`config.mk`:
```
export PLATFORM = sky130hd
export DESIGN_NAME = run_monitor
export DESIGN_NICKNAME = d
export VERILOG_FILES = /design/src/rtl/run_monitor.sv
export SDC_FILE = /design/constraint.sdc
export NUM_CORES = 1
export LEC_CHECK = 0
export CORE_ASPECT_RATIO = 0.8
export CORE_MARGIN = 5
export CORE_UTILIZATION = 45
export CTS_CLUSTER_DIAMETER = 40
export DETAILED_ROUTE_END_ITERATION = 8
export PLACE_DENSITY_LB_ADDON = 0.08
export RECOVER_POWER = 50
export SYNTH_ARGS = -nofsm -noshare
export SYNTH_HDL_FRONTEND = slang
export SYNTH_SLANG_ARGS = --single-unit
```
`constraint.sdc`:
```
create_clock -name clk -period 3.1 [get_ports clk]
set_input_delay 0.62 -clock clk [delete_from_list [all_inputs] [get_ports clk]]
set_output_delay 0.62 -clock clk [all_outputs]
set_load 0.02 [all_outputs]
```
`src/rtl/run_monitor.sv`:
```
// Run monitor: counts RUN cycles/retirements, halts on retire limit, self-loop or timeout,
// then streams the register file and a data-memory window out. Optional stall counter: MONITOR_PERF_EN.
module run_monitor #(
    parameter int unsigned MAX_CYCLES = 145,
    parameter int unsigned INST_LIMIT = 19,
    parameter int unsigned LOOP_LIMIT = 8,
    parameter int unsigned RF_ENTRIES = 32,
    parameter int unsigned MEM_BASE   = 20,
    parameter int unsigned MEM_WORDS  = 2
) (
    input  logic        clk,
    input  logic        rst,
    input  logic        wb_valid,
    input  logic [31:0] wb_pc,
    output logic [4:0]  rf_raddr,
    input  logic [31:0] rf_rdata,
    output logic [9:0]  dm_raddr,
    input  logic [31:0] dm_rdata,
    output logic        dump_valid,
    input  logic        dump_ready,
    output logic        dump_kind,
    output logic [9:0]  dump_index,
    output logic [31:0] dump_data,
    output logic        done,
    output logic [1:0]  halt_cause,
    output logic [31:0] cycle_count,
    output logic [31:0] retire_count,
    output logic [31:0] stall_count
);

    typedef enum logic [1:0] {S_RUN, S_DUMP_RF, S_DUMP_MEM, S_DONE} state_t;

    localparam logic [9:0] RF_LAST  = 10'(RF_ENTRIES - 1);
    localparam logic [9:0] MEM_FIRST = 10'(MEM_BASE);
    localparam logic [9:0] MEM_LAST = 10'(MEM_BASE + MEM_WORDS - 1);

    function automatic logic [31:0] sat_inc(input logic [31:0] v);
        return (v == 32'hFFFF_FFFF) ? v : v + 32'd1;
    endfunction

    state_t      state_q, state_d;
    logic [31:0] cycle_count_q, cycle_count_d;
    logic [31:0] retire_count_q, retire_count_d;
    logic [31:0] loop_count_q, loop_count_d;
    logic [31:0] last_pc_q, last_pc_d;
    logic [1:0]  halt_cause_q, halt_cause_d;
    logic        dump_valid_q, dump_valid_d;
    logic        done_q, done_d;
    logic        dump_kind_q, dump_kind_d;
    logic [9:0]  dump_index_q, dump_index_d;
    logic        hit_retire, hit_loop, hit_time;

`ifdef MONITOR_PERF_EN
    logic [31:0] stall_count_q, stall_count_d;
`endif

    // Counters only move in RUN, so they freeze once the dump starts.
    always_comb begin
        cycle_count_d  = cycle_count_q;
        retire_count_d = retire_count_q;
        loop_count_d   = loop_count_q;
        last_pc_d      = last_pc_q;
`ifdef MONITOR_PERF_EN
        stall_count_d  = stall_count_q;
`endif
        if (state_q == S_RUN) begin
            cycle_count_d = sat_inc(cycle_count_q);
            if (wb_valid) begin
                retire_count_d = sat_inc(retire_count_q);
                last_pc_d      = wb_pc;
                loop_count_d   = (wb_pc == last_pc_q) ? sat_inc(loop_count_q) : 32'd0;
            end
`ifdef MONITOR_PERF_EN
            else begin
                stall_count_d = sat_inc(stall_count_q);
            end
`endif
        end
    end

    assign hit_retire = (INST_LIMIT != 0) && (retire_count_d == 32'(INST_LIMIT));
    assign hit_loop   = wb_valid && (loop_count_d == 32'(LOOP_LIMIT - 1));
    assign hit_time   = (cycle_count_d == 32'(MAX_CYCLES));

    always_comb begin
        state_d      = state_q;
        halt_cause_d = halt_cause_q;
        dump_valid_d = dump_valid_q;
        done_d       = done_q;
        dump_kind_d  = dump_kind_q;
        dump_index_d = dump_index_q;
        case (state_q)
            S_RUN: begin
                if (hit_retire || hit_loop || hit_time) begin
                    state_d      = S_DUMP_RF;
                    halt_cause_d = hit_retire ? 2'b11 : (hit_loop ? 2'b10 : 2'b01);
                    dump_valid_d = 1'b1;
                    dump_kind_d  = 1'b0;
                    dump_index_d = 10'd0;
                end
            end
            S_DUMP_RF: begin
                if (dump_valid_q && dump_ready) begin
                    if (dump_index_q != RF_LAST) begin
                        dump_index_d = dump_index_q + 10'd1;
                    end else if (MEM_WORDS == 0) begin
                        state_d      = S_DONE;
                        dump_valid_d = 1'b0;
                        done_d       = 1'b1;
                    end else begin
                        state_d      = S_DUMP_MEM;
                        dump_kind_d  = 1'b1;
                        dump_index_d = MEM_FIRST;
                    end
                end
            end
            S_DUMP_MEM: begin
                if (dump_valid_q && dump_ready) begin
                    if (dump_index_q != MEM_LAST) begin
                        dump_index_d = dump_index_q + 10'd1;
                    end else begin
                        state_d      = S_DONE;
                        dump_valid_d = 1'b0;
                        done_d       = 1'b1;
                    end
                end
            end
            default: begin
                dump_valid_d = 1'b0;
                done_d       = 1'b1;
            end
        endcase
    end

    always_ff @(posedge clk) begin
        if (rst) begin
            state_q        <= S_RUN;
            cycle_count_q  <= 32'd0;
            retire_count_q <= 32'd0;
            loop_count_q   <= 32'd0;
            last_pc_q      <= 32'd0;
            halt_cause_q   <= 2'b00;
            dump_valid_q   <= 1'b0;
            done_q         <= 1'b0;
            dump_kind_q    <= 1'b0;
            dump_index_q   <= 10'd0;
`ifdef MONITOR_PERF_EN
            stall_count_q  <= 32'd0;
`endif
        end else begin
            state_q        <= state_d;
            cycle_count_q  <= cycle_count_d;
            retire_count_q <= retire_count_d;
            loop_count_q   <= loop_count_d;
            last_pc_q      <= last_pc_d;
            halt_cause_q   <= halt_cause_d;
            dump_valid_q   <= dump_valid_d;
            done_q         <= done_d;
            dump_kind_q    <= dump_kind_d;
            dump_index_q   <= dump_index_d;
`ifdef MONITOR_PERF_EN
            stall_count_q  <= stall_count_d;
`endif
        end
    end

`ifdef MONITOR_PERF_EN
    assign stall_count = stall_count_q;
`else
    assign stall_count = 32'd0;
`endif

    // Register 0 is architecturally zero whatever the file holds.
    assign rf_raddr     = dump_index_q[4:0];
    assign dm_raddr     = dump_index_q;
    assign dump_data    = dump_kind_q ? dm_rdata :
                          ((dump_index_q == 10'd0) ? 32'd0 : rf_rdata);
    assign dump_valid   = dump_valid_q;
    assign dump_kind    = dump_kind_q;
    assign dump_index   = dump_index_q;
    assign done         = done_q;
    assign halt_cause   = halt_cause_q;
    assign cycle_count  = cycle_count_q;
    assign retire_count = retire_count_q;

endmodule

```
==> reports/qor.tcl <==
set qor(post-route-min-period_ps) 3260
set qor(setup.worst_path.start_class) {flop}
set qor(synth.cell_area_um2) 9383
set qor(depth_of_the_worst_hold_timing_path) 2
set qor(syn-mean-instance-area_um2) 7.845
set qor(layout.area.seq_um2) 2958
set qor(power.clock.fraction) 0.417
set qor(synth-async-reset-ratio) 0
set qor(io_pins) 258
set qor(start_util) 0.4559
set qor(final.hold.worst_slack_ps) 466.0
set qor(finalPower_mw) 5.073
set qor(cts.root.buffer_cell) {sky130_fd_sc_hd__clkbuf_16}
set qor(switch_share) 0.2886
set qor(grt_pass1_vias) 9692
set qor(filler_cell_count) 1690
set qor(cell_area_after_placement_um2) 13460
set qor(timing.final.hold_violations) 0
set qor(setup_repair_after_global_routing_missed_its_margin) {true}
set qor(slew_headroom) 0.5887
set qor(globalRouteOverflowTotal) 0
set qor(power.density_cell_area_nw_per_um2) 347.9
set qor(worst-path-max-fanout) 8
set qor(placed_cells_incl_taps) 1849
set qor(pins_over_slew_limit) 0
set qor(tritoncts) {done}
set qor(area_growth_pct) 55.41
set qor(clock-sinks) 145
set qor(post_drt_wl_per_cell_um) 16.75
set qor(dominantRegCellSynth) {sky130_fd_sc_hd__dfxtp_1}
set qor(grt_start_max_net_pins) 55
set qor(netlist_instances) 1196
set qor(floorplan.rows) 47
set qor(first_iter_violations) 702
set qor(netlist-cell-type-count) 80
set qor(die-width_um) 171.4
set qor(sequentialPowerShare) 0.387
set qor(hp-class) {reg2reg}
set qor(via_count) 10291
set qor(timing.fmax_mhz) 306.8
set qor(crit-reg2reg-launch) {cycle_count[0]$_SDFF_PP0_}
set qor(clock_tree.htree_level_count) 4
set qor(clkSlewWorstSetupHoldPaths_ps) 70
set qor(intPower_mw) 3.609
set qor(tightest_slew_ps) 613.2
set qor(drt_drc_violations_left) 0
set qor(finalNetCount) 1728
set qor(num_antenna_cells) 0
set qor(placer_congestion_estimate) 0.9279
set qor(min_delay_worst_endpoint) {last_pc_q[16]$_SDFFE_PP0P_}
set qor(layout_commonest_cell) {sky130_fd_sc_hd__buf_4}
set qor(cts_buffers) 17
set qor(die_area_um2) 23860
set qor(critical_path_class) {reg2reg}
set qor(cap_viol_max_count) 0
set qor(data_arrival_time_of_the_worst_path_ps) 3570
set qor(stdcell_count) 1899
set qor(fin_setup_tns_ps) -577.5
set qor(pre_repair_dr_iteration_count) 7
set qor(setup_viol_count_final) 8
set qor(io_buffer_count) 225
set qor(postLayoutCoreUtil) 0.7085
set qor(timing.final.crit_share) 1.052
set qor(drt_wl_total_um) 31810
set qor(synth-edff-count) 0
set qor(net-switching-power_mw) 1.464
set qor(synth-seq-area-share) 0.3094
set qor(worst_clock_skew_ps) 11.05
set qor(result_of_the_run) {finished with violations}
set qor(cts_hold_repair.buffers) 0
set qor(first_pass_grt_wire_length_um) 50070
set qor(grt_antenna_before_repair) 0
set qor(max-clock-path-buffers) 2
set qor(layout.cells.most_common_list) {269 x sky130_fd_sc_hd__buf_4, 223 x sky130_fd_sc_hd__clkdlybuf4s50_1, 143 x sky130_fd_sc_hd__nand2_1, 135 x sky130_fd_sc_hd__nor2_1, 109 x sky130_fd_sc_hd__dfxtp_1}
set qor(post-route-worst-setup-slack_ps) -159.7
set qor(violations) {negative setup slack}
set qor(core_area_um2) 20580
set qor(dpl.hpwl_um) 24310
set qor(routed_via_density) 5.419
set qor(share_comb_of_total_power) 0.197
set qor(hold_path.startpoint) {last_pc_q[16]$_SDFFE_PP0P_}
set qor(worstSkewPairLatency_ps) 430
set qor(chip_height_um) 139.2
set qor(dp_slack_ps) -689.6
set qor(timing.reg2reg.setup_slack_ps) -160
set qor(worstRegToRegCells) 14
set qor(multi_input_comb_area_um2) 6274
set qor(share_of_post_route_cells_with_drive_strength_above_1) 0.2638
set qor(route.antenna.remaining_nets) 0
set qor(grt_usage) 0.2553
set qor(critical_path.reg2reg.endpoint) {dm_raddr[6]$_SDFFE_PP0P_}
set qor(synth.ff_latch_count) 145
set qor(total_leakage_power_nw) 5.860
set qor(synth-warning-count) 0
set qor(cp.required_ps) 3410
set qor(design_area_um2) 14580
set qor(vdd_drop_max_v) 0.0003418
set qor(worst_setup_path_end_kind) {flop}
## worst max-delay path by stage
stage / endpoint / from / depth (start not counted) / slack [ps]
6_report: dm_raddr[6]$_SDFFE_PP0P_ / cycle_count[0]$_SDFF_PP0_ / 14 / -160
5_1_grt: dm_raddr[6]$_SDFFE_PP0P_ / state_q[0]$_SDFFE_PP0P_ / 13 / -270
4_1_cts: dm_raddr[8]$_SDFFE_PP0P_ / retire_count[13]$_SDFF_PP0_ / 10 / -90
3_5_place_dp: dm_raddr[8]$_SDFFE_PP0P_ / wb_valid / 11 / -690
3_3_place_gp: dm_raddr[8]$_SDFFE_PP0P_ / wb_valid / 12 / -610
2_1_floorplan: dm_raddr[6]$_SDFFE_PP0P_ / loop_count_q[20]$_SDFF_PP0_ / 13 / -140
## cells by family (layout without fill, tap and decap cells)
logic type / count (synthesis) / after routing / synth area share
AO/OA/AOI/OAI: 190 / 190 / 0.1472
XOR/XNOR: 137 / 137 / 0.1279
adder cells (fa/ha/maj): 11 / 11 / 0.01467
buffers and inverters: 140 / 543 / 0.08014
flip-flops: 145 / 145 / 0.3094
multiplexers: 7 / 7 / 0.007734
other: 1 / 32 / 0.0003997
AND/OR/NAND/NOR: 565 / 565 / 0.3126
## synthesized netlist by cell type (3+ instances only)
| master | instances | share of area |
|---|---|---|
| sky130_fd_sc_hd__nand2_1 | 146 | 0.058 |
| sky130_fd_sc_hd__dfxtp_1 | 145 | 0.31 |
| sky130_fd_sc_hd__nor2_1 | 136 | 0.054 |
| sky130_fd_sc_hd__xor2_1 | 81 | 0.076 |
| sky130_fd_sc_hd__a21oi_1 | 57 | 0.030 |
| sky130_fd_sc_hd__clkbuf_1 | 56 | 0.022 |
| sky130_fd_sc_hd__xnor2_1 | 56 | 0.052 |
| sky130_fd_sc_hd__buf_4 | 50 | 0.040 |
| sky130_fd_sc_hd__nand3_1 | 49 | 0.026 |
| sky130_fd_sc_hd__nand4_1 | 49 | 0.033 |
| sky130_fd_sc_hd__and3_1 | 37 | 0.025 |
| sky130_fd_sc_hd__a22o_1 | 35 | 0.033 |
| sky130_fd_sc_hd__nor3_1 | 29 | 0.015 |
| sky130_fd_sc_hd__and4_1 | 24 | 0.022 |
| sky130_fd_sc_hd__nor4_1 | 24 | 0.016 |
| sky130_fd_sc_hd__o21ai_0 | 19 | 0.010 |
| sky130_fd_sc_hd__a31oi_1 | 16 | 0.011 |
| sky130_fd_sc_hd__and2_1 | 16 | 0.011 |
| sky130_fd_sc_hd__or3_1 | 15 | 0.010 |
| sky130_fd_sc_hd__a211oi_1 | 14 | 0.011 |
| sky130_fd_sc_hd__buf_2 | 13 | 0.0069 |
| sky130_fd_sc_hd__ha_1 | 11 | 0.015 |
| sky130_fd_sc_hd__inv_1 | 9 | 0.0036 |
| sky130_fd_sc_hd__clkbuf_2 | 6 | 0.0032 |
| sky130_fd_sc_hd__nor3b_1 | 6 | 0.0048 |
| sky130_fd_sc_hd__a32o_1 | 5 | 0.0053 |
| sky130_fd_sc_hd__mux2i_1 | 5 | 0.0053 |
| sky130_fd_sc_hd__a31o_2 | 4 | 0.0037 |
| sky130_fd_sc_hd__o31ai_1 | 4 | 0.0032 |
| sky130_fd_sc_hd__or2_2 | 4 | 0.0027 |
| sky130_fd_sc_hd__a311oi_1 | 3 | 0.0028 |
| sky130_fd_sc_hd__a41oi_1 | 3 | 0.0028 |
| sky130_fd_sc_hd__buf_1 | 3 | 0.0012 |
| sky130_fd_sc_hd__nand2b_1 | 3 | 0.0020 |
| sky130_fd_sc_hd__nor4b_1 | 3 | 0.0028 |
| sky130_fd_sc_hd__o2111a_1 | 3 | 0.0036 |
| sky130_fd_sc_hd__o211ai_1 | 3 | 0.0024 |
## flip-flops by register name (all words and copies together), names as in the netlist
signal        count
halt_cause        2
retire_count     32
dump_valid        1
cycle_count      32
state_q           2
dm_raddr         10
dump_kind         1
last_pc_q        32
done              1
loop_count_q     32
## worst max-delay path, stage by stage (launching register included)
cell and delay [ps]:
sky130_fd_sc_hd__dfxtp_4 340, sky130_fd_sc_hd__ha_2 180, sky130_fd_sc_hd__and3_4 170, sky130_fd_sc_hd__nand2_2 120, sky130_fd_sc_hd__o41ai_4 100, sky130_fd_sc_hd__buf_4 170, sky130_fd_sc_hd__buf_4 150, sky130_fd_sc_hd__buf_4 140
sky130_fd_sc_hd__nor3_2 290, sky130_fd_sc_hd__a31oi_2 180, sky130_fd_sc_hd__a211oi_2 260, sky130_fd_sc_hd__nand4_1 180, sky130_fd_sc_hd__and4_4 280, sky130_fd_sc_hd__or3_1 380, sky130_fd_sc_hd__a32o_1 220
## power groups by stage
stage	Sequential [mW]	Clock (mW)	Combinational, mW
global placement	2.00	0	0.909
detailed placement	2.00	0	0.919
finish	1.96	2.11	0.997
global route	1.97	2.24	1.08
floorplan	2.03	0	0.465
CTS	1.96	2.15	0.943
## layer usage
layer | GRT usage | wire [µm] | up-vias
met2 | 0.4222 | 14980 | 400
li1 | - | - | 5040
met1 | 0.3437 | 14090 | 4819
met5 | 0 | 0 | -
met4 | 0.05919 | 381 | 0
met3 | 0.05016 | 2354 | 32
## repair_timing
item | CTS | global route
setup endpoints to repair | 15 | 48
gates resized for setup | 23 | 58
pin swaps | 19 | 37
setup buffers | 7 | 12
## layout make-up
cell class              count  share of cell area
well taps                 269             0.02308
flip-flops and latches    145              0.2028
clock inverters            15             0.01193
clock buffers              17             0.02917
multi-input cells         942              0.4302
repair buffers            501              0.3002
inverters                  10            0.002574
Note: power is estimated with default switching activity, not from simulation.
